[src/rtl/irq_pending_arbiter.sv]
// -----------------------------------------------------------------------------
// irq_pending_arbiter
//
// Synchronises eight asynchronous interrupt request lines, captures them into
// a sticky pending register and presents the highest-priority unmasked
// pending line to a consumer through a valid/ack handshake.
//
// Parameters
//   SYNC_STAGES  input synchronizer depth (2 or 3)
//
// Ports
//   clk        rising-edge clock
//   rst        asynchronous active-high reset (forces outputs immediately)
//   irq_in     asynchronous request lines, bit 7 is highest priority
//   mask       mask[i]=1 keeps line i out of arbitration, not out of pending
//   irq_ack    consumer acknowledge of the presented request
//   irq_valid  a request is presented on irq_id
//   irq_id     binary index of the presented request
//   pending    raw (unmasked) pending register
//
// Build option
//   IRQ_EDGE_DETECT_EN  when defined, a line pends on a 0->1 transition of its
//                       synchronised value; otherwise it pends while high.
// -----------------------------------------------------------------------------
module irq_pending_arbiter #(
  parameter int SYNC_STAGES = 2
) (
  input  logic       clk,
  input  logic       rst,
  input  logic [7:0] irq_in,
  input  logic [7:0] mask,
  input  logic       irq_ack,
  output logic       irq_valid,
  output logic [2:0] irq_id,
  output logic [7:0] pending
);

  typedef enum logic {
    IDLE    = 1'b0,
    PRESENT = 1'b1
  } state_e;

  // Index of the highest set bit; later (higher) bits overwrite earlier ones.
  function automatic logic [2:0] prio_idx(input logic [7:0] vec);
    logic [2:0] idx;
    idx = 3'd0;
    for (int i = 0; i < 8; i++) begin
      if (vec[i]) begin
        idx = i[2:0];
      end else begin
        idx = idx;
      end
    end
    return idx;
  endfunction

  logic [SYNC_STAGES-1:0][7:0] sync_q, sync_d;
  logic [7:0] sync_out_s;
  logic [7:0] set_ev_s;
  logic [7:0] eligible_s;
  logic [7:0] clr_s;
  logic [7:0] pending_q, pending_d;
  logic       irq_valid_q, irq_valid_d;
  logic [2:0] irq_id_q, irq_id_d;
  state_e     state_q, state_d;

`ifdef IRQ_EDGE_DETECT_EN
  logic [7:0] hist_q, hist_d;

  // Edge mode: pend only on a rising transition of the synchronised line.
  // The history flop resets to 0, so a line high at reset release counts once.
  always_comb begin
    hist_d   = sync_out_s;
    set_ev_s = sync_out_s & ~hist_q;
  end

  // Edge-history register.
  always_ff @(posedge clk or posedge rst) begin
    if (rst) begin
      hist_q <= 8'h00;
    end else begin
      hist_q <= hist_d;
    end
  end
`else
  // Level mode: a high synchronised line keeps re-pending every cycle.
  always_comb begin
    set_ev_s = sync_out_s;
  end
`endif

  // Synchronizer shift, arbitration FSM and pending-register next state.
  always_comb begin
    sync_d[0] = irq_in;
    for (int s = 1; s < SYNC_STAGES; s++) begin
      sync_d[s] = sync_q[s-1];
    end
    sync_out_s = sync_q[SYNC_STAGES-1];

    eligible_s  = pending_q & ~mask;
    clr_s       = 8'h00;
    state_d     = state_q;
    irq_valid_d = irq_valid_q;
    irq_id_d    = irq_id_q;

    case (state_q)
      IDLE: begin
        if (|eligible_s) begin
          irq_id_d    = prio_idx(eligible_s);
          irq_valid_d = 1'b1;
          state_d     = PRESENT;
        end else begin
          // irq_id keeps its last value while nothing is presented
          irq_valid_d = 1'b0;
        end
      end
      PRESENT: begin
        // id/valid frozen here regardless of mask or pending changes
        if (irq_ack) begin
          clr_s       = 8'h01 << irq_id_q;
          irq_valid_d = 1'b0;
          state_d     = IDLE;
        end else begin
          state_d = PRESENT;
        end
      end
      default: begin
        irq_valid_d = 1'b0;
        state_d     = IDLE;
      end
    endcase

    // a coincident set event beats the ack clear
    pending_d = (pending_q & ~clr_s) | set_ev_s;
  end

  // State, output and synchronizer registers.
  always_ff @(posedge clk or posedge rst) begin
    if (rst) begin
      sync_q      <= '0;
      pending_q   <= 8'h00;
      irq_valid_q <= 1'b0;
      irq_id_q    <= 3'd0;
      state_q     <= IDLE;
    end else begin
      sync_q      <= sync_d;
      pending_q   <= pending_d;
      irq_valid_q <= irq_valid_d;
      irq_id_q    <= irq_id_d;
      state_q     <= state_d;
    end
  end

  assign irq_valid = irq_valid_q;
  assign irq_id    = irq_id_q;
  assign pending   = pending_q;

endmodule

[config.mk]
export PLATFORM = sky130hd
export DESIGN_NAME = irq_pending_arbiter
export DESIGN_NICKNAME = d
export VERILOG_FILES = /design/src/rtl/irq_pending_arbiter.sv
export SDC_FILE = /design/constraint.sdc
export NUM_CORES = 1
export LEC_CHECK = 0
export ABC_CLOCK_PERIOD_IN_PS = 1650
export CAP_MARGIN = 20
export CORE_AREA = 2 2 56 53
export CTS_BUF_LIST = sky130_fd_sc_hd__clkbuf_2
export CTS_CLUSTER_SIZE = 12
export DETAILED_ROUTE_END_ITERATION = 16
export DIE_AREA = 0 0 58 55
export HOLD_SLACK_MARGIN = 0.02
export PLACE_DENSITY = 0.71
export SLEW_MARGIN = 25
export SYNTH_ARGS = -nofsm -noshare
export SYNTH_HDL_FRONTEND = slang
export SYNTH_SLANG_ARGS = --single-unit
[constraint.sdc]
create_clock -name clk -period 1.65 [get_ports clk]
set_input_delay 0.2475 -clock clk [delete_from_list [all_inputs] [get_ports clk]]
set_output_delay 0.2475 -clock clk [all_outputs]
set_load 0.03 [all_outputs]
==> results of run 1 <==
routing by layer:
layer	routed length (um)	global-route usage (%)	vias up
met4	54	10.5	0
li1	-	-	340
met5	0	0	-
met3	129	7.21	8
met2	976	24.8	25
met1	826	16.3	345
registers in the layout, indices dropped and copies added (netlist names):
| signal | count |
|---|---|
| state_q | 1 |
| pending | 8 |
| set_ev_s | 8 |
| irq_valid | 1 |
| sync_d | 8 |
| irq_id | 3 |
report_power, final:
| group | switching (uW) | internal (uW) |
|---|---|---|
| sequential | 95.0 | 803 |
| clock | 244 | 98.7 |
| combinational | 298 | 270 |
| total | 637 | 1170 |
path summary, 6_finish.rpt:
path / endpoint / depth (start not counted) / startpoint
worst max-delay path: irq_id[0] / 4 / pending[6]
worst min-delay path: set_ev_s[1] / 3 / rst
worst max register to register: irq_id[0] / 4 / pending[6]
worst min register to register: set_ev_s[1] / 0 / sync_d[9]
max in group asynchronous: pending[4] / 3 / rst
min in group clk: sync_d[13] / 1 / irq_in[5]
worst max-delay path, cell delays in order, from the launching register on:
cell     delay, ns
dfrtp_1       0.43
nor2b_4       0.15
nor4_4        0.34
a41oi_4       0.20
mux2_4        0.33
layout by cell type, fill, tap and decap left out:
cell type,instances
inv_1,3
o311ai_0,1
nor2_1,1
nand2b_1,13
dlygate4sd2_1,12
clkdlybuf4s50_1,18
o21ai_0,6
mux2_4,2
o31ai_1,3
a41oi_4,1
nor4_4,1
dfrtp_1,29
nor2b_1,4
or2b_1,1
clkinv_2,2
a21oi_1,1
buf_4,4
a31o_1,1
clkinvlp_4,1
nand2_1,1
mux2i_1,1
o21ba_2,1
nand3_1,2
nor2b_4,2
a21o_2,1
clkbuf_2,5
through the flow:
step	setup slack, ns	total power [uW]
4_1_cts	0.0930	1840
6_report	0.102	1810
3_3_place_gp	-0.150	1520
3_5_place_dp	-0.174	1530
2_1_floorplan	0.0338	1260
5_1_grt	0.0204	1920
logic make-up (layout without fill, tap and decap cells):
group	count (synthesis)	count (layout)	share of synthesized area, %
buf+inv	3	45	1.04
flops	29	29	67.3
compound gates	15	15	11.3
simple gates	25	25	16.7
mux	3	3	3.71
what timing repair did:
| item | 4_1_cts | 5_1_grt |
|---|---|---|
| endpoints found under the hold margin | 0 | 0 |
| setup endpoints to repair | 12 | 0 |
| gates resized for setup | 12 | 0 |
layout make-up:
type	count	area, um2	share of cell area (%)
clock buffer	5	25.0	1.70
multi-input combinational	43	342	23.2
inverter	3	11.3	0.764
tap	30	37.5	2.55
timing repair buffer	34	315	21.4
clock inverter	3	17.5	1.19
sequential	29	726	49.2
==> qor_table.md, run 1 <==
| Result | Reported | Unit |
|:---|:---|:---|
| Outcome | finished clean | - |
| NumNets Final | 135 | - |
| Final Wtd Congestion | 0.793 | - |
| First-pass GRT wire length | 3.22 | mm |
| Width of the die | 58 | um |
| Number of non-filler instances in the completed layout | 147 | - |
| Overall fraction of global-route tracks in use | 15.4 | % |
| Number of top-level design ports | 31 | - |
| EDFF count, synth | 0 | - |
| Crit end category | register | - |
| Critical path class | register to register | - |
| Post-route clock skew | 0.00484 | ns |
| Post CTS Setup Buffer Count | 0 | - |
| Combined area of all synthesized cells | 1080 | um2 |
| Clk_lat worst skew | 0.35 | ns |
| Final-report hold violation count | 0 | - |
| Deepest clock path buffer count | 2 | - |
| Synth unique cells | 20 | - |
| Number of diodes | 0 | - |
| Setup repair after global routing missed its margin | false | - |
| Yosys warning count | 0 | - |
| Area added between synthesis and finish | 36.7 | % |
| Post-CTS clock slew at the launch and capture registers of the worst setup and hold paths | 0.15 | ns |
| Antenna Violating Nets Remaining | 0 | - |
| Class of the tightest hold or removal check | input pin to asynchronous set/reset pin | - |
| Area share of the largest cell type after synthesis | 67.3 | % |
| Async set-reset flop share out of synthesis | 100 | % |
| Placed insts | 139 | - |
| Sequential fraction of the synthesis area | 67.3 | % |
| Total DRC errors in the routed layout | 0 | - |
| Transition at the pin with the smallest max-transition slack | 0.352 | ns |
| Post-route clock period utilization | 93.8 | % |
| Max transition margin | 76.2 | % |
| Post-route minimum period | 1.55 | ns |
| Final slew viol count | 0 | - |
| Pwr dens | 1230 | nW/um2 |
| Post-detailed-route wirelength per cell | 13.5 | um |
| Total length of routed wires | 1.99 | mm |
| Die Footprint | 3190 | um2 |
| Total nets after synthesis | 94 | - |
| Max Fclk | 646 | MHz |
| Clock tree from TritonCTS | yes | - |
| Clock tree root driver cell | clkbuf_2 | - |
| Pre-antenna DRT Iters | 4 | - |
| Max-capacitance violation count | 0 | - |
| Worst endpoint required time | 1.90 | ns |
| Detailed Route Iter0 Violations | 5 | - |
| Dominant synthesized flop cell | dfrtp_1 | - |
| Num rows | 18 | - |
| Vias in the first global route | 701 | - |
| Global-route congestion overflow total | 0 | - |
| CORE AREA | 2610 | um2 |
| Worst hold slack | 0.242 | ns |
| Fraction of layout instances using a drive strength above 1 | 17.1 | % |
| Fillers | 224 | - |
| Largest area contributor in the synthesized netlist | dfrtp_1 | - |
| Post-synthesis area per instance | 14.4 | um2 |
| # clock sinks | 29 | - |
| Worst reg-to-reg setup slack | 0.10 | ns |
| Synthesized flop and latch total | 29 | - |
| Finished layout cell area | 1470 | um2 |
| Kind of start point of the critical path | register | - |
| Initial standard-cell utilization of the core | 41.3 | % |
| Most frequent cell after synthesis | dfrtp_1 | - |
| Number of buffers added to fix hold violations after cts | 0 | - |
| Leakage dissipation | 0.000610 | uW |
| Maximum VDD drop | 0.854 | mV |
| Post-layout util | 56.4 | % |
| Number of buffers created by CTS | 5 | - |
| Total vias in the final route | 718 | - |
| Maximum number of pins on one net before global-route repair | 30 | - |
| Number of H-tree levels | 2 | - |
| Syn Inst Count | 75 | - |
| Crit path DAT | 1.80 | ns |
| Number of antenna violations at the first check in global routing | 0 | - |
| Most numerous cell types in the synthesized netlist | dfrtp_1 (29), nand2b_1 (13), o21ai_0 (6) | - |
| Post-detailed-placement half-perimeter wirelength | 1.49 | mm |
| Average via count per standard cell | 4.88 | - |
| Chip height | 55 | um |
| Post-Place Cell Area | 1450 | um2 |
| Port-buffer cells | 30 | - |
| Main area contributors after synthesis | dfrtp_1 (67%), nand2b_1 (7.5%), o21ai_0 (2.8%), mux2_4 (2.8%), a41oi_4 (2.6%) | - |
| Accumulated negative setup slack | 0 | ns |
| Number of setup violations in the final report | 0 | - |
| Maximum fanout along the worst path | 5 | - |
No activity file was read; power rests on OpenSTA's default activity.
==> run 2, diff against run 1 <==
--- a/config.mk
+++ b/config.mk
@@ -12,8 +12,8 @@
 export CTS_CLUSTER_SIZE = 12
 export DETAILED_ROUTE_END_ITERATION = 16
 export DIE_AREA = 0 0 58 55
+export DONT_BUFFER_PORTS = 1
 export HOLD_SLACK_MARGIN = 0.02
-export PLACE_DENSITY = 0.71
 export SLEW_MARGIN = 25
 export SYNTH_ARGS = -nofsm -noshare
 export SYNTH_HDL_FRONTEND = slang
==> qor_table.md, run 2 (synthesis gave the netlist of run 1 again) <==
| Result | Reported | Unit | Change |
|:---|:---|:---|:---|
| Outcome | finished clean | - |  |
| Chip height | 55 | um | unchanged |
| # clock sinks | 29 | - | unchanged |
| Antenna Violating Nets Remaining | 0 | - | unchanged |
| Total Power Consumption | 1860 | uW | +2.6% |
| Post-Place Cell Area | 1180 | um2 | -18% |
| Finished layout cell area | 1340 | um2 | -9.3% |
| Total DRC errors in the routed layout | 0 | - | unchanged |
| Port-buffer cells | 0 | - | -100% |
| Num rows | 18 | - | unchanged |
| Post-route minimum period | 1.52 | ns | -0.0294 ns |
| NumNets Final | 119 | - | -12% |
| Most common cell after layout, fill and taps aside | dfrtp_1 | - |  |
| Fillers | 224 | - | unchanged |
| Clock tree from TritonCTS | yes | - |  |
| Maximum fanout along the worst path | 5 | - | unchanged |
| Crit end category | register | - |  |
| Final Wtd Congestion | 0.821 | - | +3.6% |
| Number of top-level design ports | 31 | - | unchanged |
| Transition at the pin with the smallest max-transition slack | 0.489 | ns | +0.136 ns |
| Number of buffers created by CTS | 5 | - | unchanged |
| Clk_lat worst skew | 0.34 | ns | about the same |
| Overall fraction of global-route tracks in use | 13.0 | % | -2.4 points |
| Initial standard-cell utilization of the core | 41.3 | % | unchanged |
| Maximum VDD drop | 0.773 | mV | -9.5% |
| Post-detailed-placement half-perimeter wirelength | 1.33 | mm | -11% |
| Slowest library cell on the worst path | dfrtp_1 | - |  |
| Max transition margin | 67.4 | % | -8.8 points |
| Number of diodes | 0 | - | unchanged |
| Post-CTS Resized | 0 | - | -12 |
| First-pass GRT wire length | 2.84 | mm | -12% |
| Global-route congestion overflow total | 0 | - | unchanged |
| Area added between synthesis and finish | 24.0 | % |  |
| Commonest cells after routing, fill and taps aside | dfrtp_1 (29), nand2b_1 (13), dlygate4sd3_1 (9), buf_4 (9) | - |  |
| Leakage dissipation | 0.000572 | uW | -6.1% |
| Placed insts | 114 | - | -18% |
| Final-report hold violation count | 0 | - | unchanged |
| Number of H-tree levels | 2 | - | unchanged |
| Deepest clock path buffer count | 2 | - | unchanged |
| Kind of start point of the critical path | register | - |  |
| Post-CTS clock slew at the launch and capture registers of the worst setup and hold paths | 0.14 | ns | about the same |
| Post-detailed-route wirelength per cell | 13.8 | um | +1.9% |
| Family of cells with the greatest summed delay on the critical path | simple AND/OR/NAND/NOR gates | - |  |
| Vias in the first global route | 626 | - | -11% |
| Die Footprint | 3190 | um2 | unchanged |
| Final slew viol count | 0 | - | unchanged |
| Worst endpoint required time | 1.89 | ns | about the same |
| Maximum number of pins on one net before global-route repair | 30 | - | unchanged |
| Cell-by-cell trace of the critical path | nor2b_4 -> nor4_4 -> a41oi_4 -> mux2_4 | - |  |
| Pwr dens | 1390 | nW/um2 | +13% |
| Fraction of layout instances using a drive strength above 1 | 23.8 | % | +6.7 points |
| Width of the die | 58 | um | unchanged |
| Post-route clock period utilization | 92.0 | % | -1.8 points |
| Total vias in the final route | 628 | - | -13% |
| Average via count per standard cell | 4.79 | - | -1.9% |
| Number of non-filler instances in the completed layout | 131 | - | -11% |
| Number of antenna violations at the first check in global routing | 0 | - | unchanged |
| Crit path DAT | 1.76 | ns | -0.04 ns |
| Critical path class | register to register | - |  |
| Max Fclk | 659 | MHz | +1.9% |
| Buffers and inverters on the worst path | 0 | - | unchanged |
| Setup repair after global routing missed its margin | false | - |  |
| Clock tree root driver cell | clkbuf_2 | - |  |
| CORE AREA | 2610 | um2 | unchanged |
| Detailed Route Iter0 Violations | 8 | - | +3 |
| Worst reg-to-reg setup slack | 0.13 | ns | +0.03 ns |
| Post-route clock skew | 0.0155 | ns | +0.0106 ns |
| Pre-antenna DRT Iters | 4 | - | unchanged |
| Total length of routed wires | 1.80 | mm | -9.2% |
| Worst hold slack | 0.0844 | ns | -0.158 ns |
| Slowest stage delay, CP | 0.40 | ns | -0.03 ns |
| Accumulated negative setup slack | 0 | ns | unchanged |
| Max-capacitance violation count | 0 | - | unchanged |
| Number of setup violations in the final report | 0 | - | unchanged |
| Class of the tightest hold or removal check | input pin to register | - |  |
## run 2: cell types whose count changed in the layout (fill, tap and decap cells not counted), sizes merged
cell | before | now
clkinv | 2 | 1
clkinvlp | 1 | 0
buf | 4 | 9
bufinv | 0 | 1
clkbuf | 5 | 6
dlygate4sd2 | 12 | 0
clkdlybuf4s50 | 18 | 0
dlygate4sd3 | 0 | 9
## run 2: cell type report
type	instances	area [um2]	share of cell area (%)
multi-input combinational	43	342	25.5
inverter	3	11.3	0.842
timing repair buffer	18	158	11.8
clock buffer	6	30.0	2.25
sequential	29	726	54.3
tap	30	37.5	2.81
clock inverter	2	33.8	2.53
## run 2: path summary, 6_finish.rpt
path / startpoint / to / depth (start not counted)
max: pending[6] / irq_id[1] / 4
max in group asynchronous: rst / sync_d[11] / 3
min reg2reg: sync_d[9] / set_ev_s[1] / 0
min: irq_ack / state_q / 2
max reg2reg: pending[6] / irq_id[1] / 4
min in group asynchronous: rst / set_ev_s[1] / 3
## run 2: timing repair
action | 4_1_cts | 5_1_grt
hold buffers | 9 | 0
buffers inserted | 0 | 0
hold endpoints to repair | 37 | 0
## run 2: routing by layer
metal / share of wire (%) / GRT usage (%)
met5: 0 / 0
met4: 1.9 / 6.98
met3: 8.0 / 6.51
met2: 48 / 21.4
met1: 41 / 13.9
## run 2: stage by stage
| stage | util, % | setup WS (ns) |
|---|---|---|
| floorplan | - | 0.0338 |
| global placement | 45.3 | 0.182 |
| detailed placement | 45.3 | 0.147 |
| CTS | 51.2 | 0.131 |
| global route | 51.2 | 0.0869 |
| finish | 51.2 | 0.131 |
## run 2: where the power goes
group | total (uW) | switching [uW] | internal, uW | leakage [uW]
sequential | 977 | 176 | 801 | 0.000311
combinational | 390 | 196 | 194 | 0.000220
clock | 489 | 230 | 259 | 0.0000406
total | 1860 | 601 | 1250 | 0.000572
